## src/rtl/regfile_scoreboard.sv

```systemverilog
// regfile_scoreboard
// Decode-stage register file: two combinational read ports, one synchronous
// write port and a PC override on index PC_IDX. Each implemented register has
// a small saturating counter of outstanding writes. Issue logic increments it
// and writeback decrements it, so decode can spot RAW hazards on its own.
//
// Optional build macro: REGFILE_WR_BYPASS_EN
//   defined   - a same-cycle writeback is forwarded to the read ports, and the
//               pending flag clears in the cycle that retires the last write.
//   undefined - reads show the stored value; pending follows the counters.

module regfile_scoreboard #(
  parameter int SIZE       = 32,
  parameter int AMOUNT_REG = 4,
  parameter int NUM_REGS   = 16,
  parameter int PC_IDX     = 15,
  parameter int CNT_W      = 2
) (
  input  logic                  CLK,
  input  logic                  RST_N,
  input  logic                  WE3,
  input  logic [AMOUNT_REG-1:0] RA1,
  input  logic [AMOUNT_REG-1:0] RA2,
  input  logic [AMOUNT_REG-1:0] RA3,
  input  logic [SIZE-1:0]       WD3,
  input  logic [SIZE-1:0]       R15,
  input  logic                  ISSUE,
  input  logic [AMOUNT_REG-1:0] ISSUE_RD,
  input  logic                  FLUSH,
  output logic [SIZE-1:0]       RD1,
  output logic [SIZE-1:0]       RD2,
  output logic                  PEND1,
  output logic                  PEND2,
  output logic                  ISSUE_FULL
);

  localparam logic [AMOUNT_REG-1:0] PC_ADDR = AMOUNT_REG'(PC_IDX);
  localparam logic [CNT_W-1:0]      CNT_MAX = {CNT_W{1'b1}};
  localparam logic [CNT_W-1:0]      CNT_ONE = CNT_W'(1);

  // Storage and outstanding-write counters
  logic [SIZE-1:0]  r_rf  [NUM_REGS];
  logic [CNT_W-1:0] r_cnt [NUM_REGS];

  // Array lookups for each address port
  logic [SIZE-1:0]  w_rd1Arr;
  logic [SIZE-1:0]  w_rd2Arr;
  logic [CNT_W-1:0] w_cnt1;
  logic [CNT_W-1:0] w_cnt2;
  logic [CNT_W-1:0] w_cntWr;
  logic [CNT_W-1:0] w_cntIssue;

  // Qualified control
  logic                w_wrValid;
  logic                w_issueValid;
  logic                w_issueFull;
  logic                w_inc;
  logic                w_dec;
  logic [NUM_REGS-1:0] w_incHit;
  logic [NUM_REGS-1:0] w_decHit;

  // A register is tracked and writable only if implemented and not the PC slot
  function automatic logic isTracked(input logic [AMOUNT_REG-1:0] addr);
    return (int'(addr) < NUM_REGS) && (addr != PC_ADDR);
  endfunction

  // Look up stored data and counters; untracked addresses read as zero
  always_comb begin
    w_rd1Arr   = '0;
    w_rd2Arr   = '0;
    w_cnt1     = '0;
    w_cnt2     = '0;
    w_cntWr    = '0;
    w_cntIssue = '0;
    for (int i = 0; i < NUM_REGS; i++) begin
      if (RA1 == AMOUNT_REG'(i)) begin
        w_rd1Arr = r_rf[i];
        if (isTracked(RA1)) w_cnt1 = r_cnt[i];
      end
      if (RA2 == AMOUNT_REG'(i)) begin
        w_rd2Arr = r_rf[i];
        if (isTracked(RA2)) w_cnt2 = r_cnt[i];
      end
      if ((RA3 == AMOUNT_REG'(i)) && isTracked(RA3)) begin
        w_cntWr = r_cnt[i];
      end
      if ((ISSUE_RD == AMOUNT_REG'(i)) && isTracked(ISSUE_RD)) begin
        w_cntIssue = r_cnt[i];
      end
    end
  end

  // Qualify issue and writeback, and decode them to per-register hit vectors
  always_comb begin
    w_wrValid    = WE3 && isTracked(RA3);
    w_issueValid = ISSUE && isTracked(ISSUE_RD);
    w_issueFull  = ISSUE && (w_cntIssue == CNT_MAX);
    w_inc        = w_issueValid && !w_issueFull;
    w_dec        = w_wrValid && (w_cntWr != '0);
    w_incHit     = '0;
    w_decHit     = '0;
    for (int i = 0; i < NUM_REGS; i++) begin
      w_incHit[i] = w_inc && (ISSUE_RD == AMOUNT_REG'(i));
      w_decHit[i] = w_dec && (RA3 == AMOUNT_REG'(i));
    end
  end

  // Read port 1: PC override first, then optional forwarding, then storage
  always_comb begin
    RD1   = w_rd1Arr;
    PEND1 = (w_cnt1 != '0);
    if (RA1 == PC_ADDR) begin
      RD1 = R15;
    end
`ifdef REGFILE_WR_BYPASS_EN
    else if (w_wrValid && (RA3 == RA1)) begin
      RD1 = WD3;
      if ((w_cnt1 == CNT_ONE) && !(w_inc && (ISSUE_RD == RA1))) PEND1 = 1'b0;
    end
`endif
  end

  // Read port 2: same structure as port 1
  always_comb begin
    RD2   = w_rd2Arr;
    PEND2 = (w_cnt2 != '0);
    if (RA2 == PC_ADDR) begin
      RD2 = R15;
    end
`ifdef REGFILE_WR_BYPASS_EN
    else if (w_wrValid && (RA3 == RA2)) begin
      RD2 = WD3;
      if ((w_cnt2 == CNT_ONE) && !(w_inc && (ISSUE_RD == RA2))) PEND2 = 1'b0;
    end
`endif
  end

  // Rejection is reported in the same cycle the issue is presented
  assign ISSUE_FULL = w_issueFull;

  // Update storage and counters; a flush clears tracking but keeps the new issue
  always_ff @(posedge CLK) begin
    if (!RST_N) begin
      for (int i = 0; i < NUM_REGS; i++) begin
        r_rf[i]  <= '0;
        r_cnt[i] <= '0;
      end
    end else begin
      for (int i = 0; i < NUM_REGS; i++) begin
        if (w_wrValid && (RA3 == AMOUNT_REG'(i))) begin
          r_rf[i] <= WD3;
        end
        if (FLUSH) begin
          r_cnt[i] <= w_incHit[i] ? CNT_ONE : '0;
        end else if (w_incHit[i] && !w_decHit[i]) begin
          r_cnt[i] <= r_cnt[i] + CNT_ONE;
        end else if (w_decHit[i] && !w_incHit[i]) begin
          r_cnt[i] <= r_cnt[i] - CNT_ONE;
        end
      end
    end
  end

endmodule

```

## config.mk

```make
export PLATFORM = sky130hd
export DESIGN_NAME = regfile_scoreboard
export DESIGN_NICKNAME = d
export VERILOG_FILES = /design/src/rtl/regfile_scoreboard.sv
export SDC_FILE = /design/constraint.sdc
export NUM_CORES = 1
export LEC_CHECK = 0
export ABC_AREA = 1
export CAP_MARGIN = 10
export CORE_MARGIN = 4
export CORE_UTILIZATION = 40
export CTS_BUF_LIST = sky130_fd_sc_hd__clkbuf_16
export CTS_CLUSTER_DIAMETER = 120
export DETAILED_ROUTE_END_ITERATION = 10
export PLACE_DENSITY = 0.67
export SLEW_MARGIN = 30
export SYNTH_ARGS = -nofsm -noshare
export SYNTH_HDL_FRONTEND = slang
export SYNTH_SLANG_ARGS = --single-unit
```

## constraint.sdc

```tcl
create_clock -name CLK -period 4.3 [get_ports CLK]
set_input_delay 0.86 -clock CLK [delete_from_list [all_inputs] [get_ports CLK]]
set_output_delay 0.86 -clock CLK [all_outputs]
set_load 0.01 [all_outputs]
```

After elaboration in Yosys (flattened, before gate mapping). Memories as Yosys holds them, arrays and structs flattened. Cells that the tools add are included.

Bits in registers: 0. Latch bits: 0. Bits in writable memories: 544. Memory bits (read-only): 0. Input port bits: 85. Output and inout port bits: 67. Word-level logic and storage cells: 724. Memories kept: 2.

Memories: r_rf (depth 16, bits a word 32, read ports 15, clocked after Yosys merged registers in 0, write ports 16, RTL line 42) `logic [SIZE-1:0] r_rf [NUM_REGS];`; r_cnt (depth 16, bits a word 2, read ports 16, clocked after Yosys merged registers in 0, write ports 16, RTL line 43) `logic [CNT_W-1:0] r_cnt [NUM_REGS];`.

Add/sub/neg operators: 32. Multiply operators: 0. Divide/modulo/power cells: 0. Order comparisons: 0. Eq/ne operators: 65. Shift-type cells: 0. Multiplexer cells: 404. Bitwise gates (word level): 64. Reductions and logical operators: 157.

Operator list (count): two-way mux 32 bit (48); two-way mux 2 bit (144); two-way mux 1 bit (212); == test 4 bit (second input constant) (32); logical AND 1 bit (117); == test 4 x 3 -> 1 bit (second input constant) (16); bitwise OR 1 bit (64); zero test 1 bit (33); adder 2 x 1 -> 2 bit (second input constant) (16); == test 4 x 2 -> 1 bit (second input constant) (8); subtractor 2 x 1 -> 2 bit (second input constant) (16); == test 4 x 1 -> 1 bit (second input constant) (4); zero test 4 bit (4); != test 4 bit (second input constant) (4); nonzero test 2 bit (3); == test 2 bit (second input constant) (1).

Logic depth before layout (Yosys ltp).
Depth in word-level cells: 34. Mapped depth: 26. Mapped depth without buffers: 25.

Least setup slack after synthesis. OpenSTA, ideal clock, no wires.

Path type: in2reg. Start point: input port RA3[0]. End point: memory r_rf[12][0], in the netlist r_rf[1][128], enable pin. Library setup time: 466 ps. Data arrival time: 3639 ps. Required time: 3834 ps. Slack: 195 ps. Stages: 5. Buffers on the path: 0. Path through: nor2_1 -> inv_1 -> nor2_1 -> inv_1 -> o21ai_0.

RTL lines: from (decl) (RTL line 24) `input logic [AMOUNT_REG-1:0] RA3,`; to (decl) (RTL line 42).

Final worst setup path.
Start point: input port RA1[0]. End point: output port RD1[0].

Word-level cells in the longest chain between the ends: 17. Elaborated cells on any way between the ends: 32. Classes of those cells: eq/ne (15); mux (16); reduce/logical (1).

Ends and longest elaborated chain: from (decl) (RTL line 22) `input logic [AMOUNT_REG-1:0] RA1,`; zero test 4 bit (RTL line 76) `if (RA1 == AMOUNT_REG'(i)) begin`; two-way mux 32 bit (15 in a row) (RTL line 76); two-way mux 32 bit (*) (RTL line 112) `if (RA1 == PC_ADDR) begin`; to (decl) (RTL line 30) `output logic [SIZE-1:0] RD1,`.

Mark *: on every way between the ends. The rest lies on a longest branch, timed or not.

==> flow_summary_export.csv <==
group,metric,value,unit
placed_design,place_congestion,0.876,
critical_path,reg2reg_from,"r_cnt[0][3]",
clock_tree,cts-root-buf,"clkbuf_16",
global_route,antenna_found_initial,1,
critical_path,ff2ff_setup_slack,1.54,ns
worst_hold_path,hp-class,"register to register",
clock_tree,h-tree-depth,2,
synth,synth_edf_count,510,
clock_tree,numCtsBuffers,54,
placed_design,numPortBuffers,151,
routing,drt-vias-per-instance,5.57,
synth,synth_cells,3035,
floorplan,ios,152,
synth,yosys-top-cells-area,"edfxtp_1 58%, nand2_1 10%, nor2_1 7.2%",
timing,fin_tns_setup,0,ns
worst_hold_path,worstHoldStart,"r_cnt[0][28]",
critical_path,start_kind,"input port",
timing,min_period,4.28,ns
synth,syn_nets,3120,
clock_tree,clk_transition_reported_paths,0.06,ns
synth,syn_avg_cell_area,8.76,sq um
global_route,grt_use_total,23.5,%
global_route,grt_max_degree,59,
timing,worst_pin_slew,0.830,ns
finish,final_area,33100,sq um
global_route,overflow,0,
routing,vias,23500,
run_status,outcome,"completed",
critical_path,r2r-end,"r_cnt[0][20]",
synth,syn_area,26600,sq um
synth,ys_top_cells_by_count,"726 x nand2_1, 511 x nor2_1, 510 x edfxtp_1, 302 x inv_1, 176 x o21ai_0",
critical_path,path_class,"input port to primary output",
floorplan,row_count,94,
power,power_density,365,nW/um^2
timing,maxSlewViolCount,0,
clock_tree,cts_tree,"done",
global_route,met1_usage,28.0,%
clock_tree,insertion_delay,0.62,ns
synth,yosysMostFrequentCell,"nand2_1",
timing,worst_hold_slack,0.644,ns
synth,ys_types,52,
routing,final_antenna_net_count,0,
placed_design,placed_area,30700,sq um
synth,synth_warnings,0,
global_route,grtUsageMet2,43.5,%
synth,yosys_most_used_dff,"edfxtp_1",
synth,synth_top_area_cell,"edfxtp_1",
synth,ys_ff_latch,510,
timing,fmax,0.233,GHz
critical_path,end_kind,"primary output",
finish,final_util,50.2,%
timing,grt_setup_unrepaired,"yes",
clock_tree,hold_buffers,0,
placed_design,hpwl,63400,microns
floorplan,initial_core_util,40.4,%
global_route,grt_busiest_layer,"met2",
critical_path,worstPathMaxFanout,27,
floorplan,die_w,266,microns
finish,areaGrowthSynthToFinish,24.3,%
floorplan,dieHeight,266,microns
timing,finalSetupViolCount,0,
power,vdd_drop_max,0.000343,V
worst_hold_path,hold_depth,1,
clock_tree,cts_buffer_depth,3,
floorplan,core,65900,sq um
timing,finClkSkew,0.0115,ns
clock_tree,clkSinkCount,510,
routing,wl,85900,microns
power,p_total,12100,uW
critical_path,worstPathArrival,3.42,ns
global_route,gr-usage-met3,3.45,%
timing,slew_headroom,44.7,%
synth,synthArstFlopShare,0,%
synth,yosysTopAreaCellShare,57.6,%
finish,fin_nets,3396,
floorplan,dieArea,70700,sq um
critical_path,reg2reg_depth,23,
finish,drive_above_1_share,14.6,%
global_route,grt_first_pass_wirelength,129000,microns
power,leakagePower,0.0130,uW
routing,first_iter_violations,2344,
routing,post_drt_wl_per_cell,20.4,microns
synth,yosysSeqAreaShare,57.6,%
timing,finalCritPeriodShare,99.6,%
routing,drc,0,
run,drv_cap,0,
worst_hold_path,hold_end,"r_cnt[0][28]",
critical_path,cp_data_required_time,3.44,ns
routing,drt-pass1-iter-count,6,
finish,num_antenna_cells,0,
global_route,grt_pass1_vias,23400,
timing,hold_violations,0,
==> metrics by stage <==
stage	instances	worst slack [ns]
4_1_cts	4214	-0.0713
3_3_place_gp	4111	-0.761
2_1_floorplan	3035	0.195
3_5_place_dp	4111	-0.752
6_report	4214	0.0154
5_1_grt	4214	-0.0896
==> cells by family (layout without fill, tap and decap cells) <==
kind of cell    after synthesis  after routing  synth area share, %
compound gates              508            508                 11.3
flops                       510            510                 57.6
buf+inv                     484            799                 6.90
xor+xnor                      8              8                0.263
simple gates               1522           1522                 23.8
mux                           3              3                0.113
==> final cells by class <==
class,count,area (sq um)
clock buffers,55,1380
clock inverters,40,268
well taps,864,1080
flip-flops and latches,510,15300
repair buffers,397,3760
multi-input cells,2041,10100
inverters,307,1160
fillers,6040,32800
==> state kept, by name, summed over array words and instances (netlist names) <==
register,count
r_rf,480
r_cnt,30
==> critical path, cell delays in order <==
cell and delay, ns:
clkdlybuf4s15_2 0.24, inv_1 0.11, nor2_2 0.05, nand2_1 0.11
buf_12 0.19, o22ai_1 0.08, a21oi_1 0.16, nand4_1 0.16
a21oi_1 0.19, o21ai_0 0.11, a21oi_1 0.17, and3_1 0.19
nand4_1 0.11, nor3_2 0.15, inv_1 0.06, clkdlybuf4s50_1 0.47
==> power breakdown <==
part / internal (uW) / switching, uW / leakage, uW / total, uW
Sequential: 5830 / 173 / 0.00494 / 6010
Combinational: 615 / 1020 / 0.00716 / 1640
Clock: 2430 / 2000 / 0.000845 / 4430
Total: 8880 / 3200 / 0.0130 / 12100
==> metal layers <==
layer	vias up	wire (microns)
met4	2	2840
li1	10900	-
met1	11400	31900
met2	951	45200
met3	192	5930
met5	-	13
==> cells in the final DEF (no fill, tap or decap), types with 9 or more instances in the layout <==
cell and count:
nand2_1 724, edfxtp_1 510, nor2_1 476, inv_1 309, buf_4 209, o21ai_0 132, nand4_1 118, a21oi_1 116
nand3_1 105, clkdlybuf4s50_1 89, o22ai_1 69, clkbuf_16 55, o21ai_1 48, nor2_2 38, o2111ai_1 31, buf_12 29
dlymetal6s2s_1 27, dlygate4sd2_1 24, a21oi_2 18, clkinv_1 17, nor3_2 14, o221ai_1 12, o211ai_1 11, o22ai_2 11
nor2_4 10, clkinv_2 10, o2111ai_2 10, a221oi_2 9
==> worst max-delay path by stage <==
| stage | start | endpoint | slack [ns] | depth (start not counted) |
|---|---|---|---|---|
| 2_1_floorplan | RA3[0] | r_rf[1][128] | 0.20 | 5 |
| 3_5_place_dp | RA2[3] | RD2[17] | -0.75 | 15 |
| 3_3_place_gp | RA2[3] | RD2[17] | -0.76 | 15 |
| 5_1_grt | RA1[2] | RD1[0] | -0.09 | 17 |
| 4_1_cts | RA1[0] | RD1[11] | -0.07 | 15 |
| 6_report | RA1[0] | RD1[0] | 0.02 | 16 |
==> timing repair <==
item | in CTS | in global routing
pin swaps | 28 | 28
setup buffers | 8 | 0
gates resized for setup | 141 | 107
setup endpoints to repair | 66 | 59
Power figures use the tool's default switching activity.
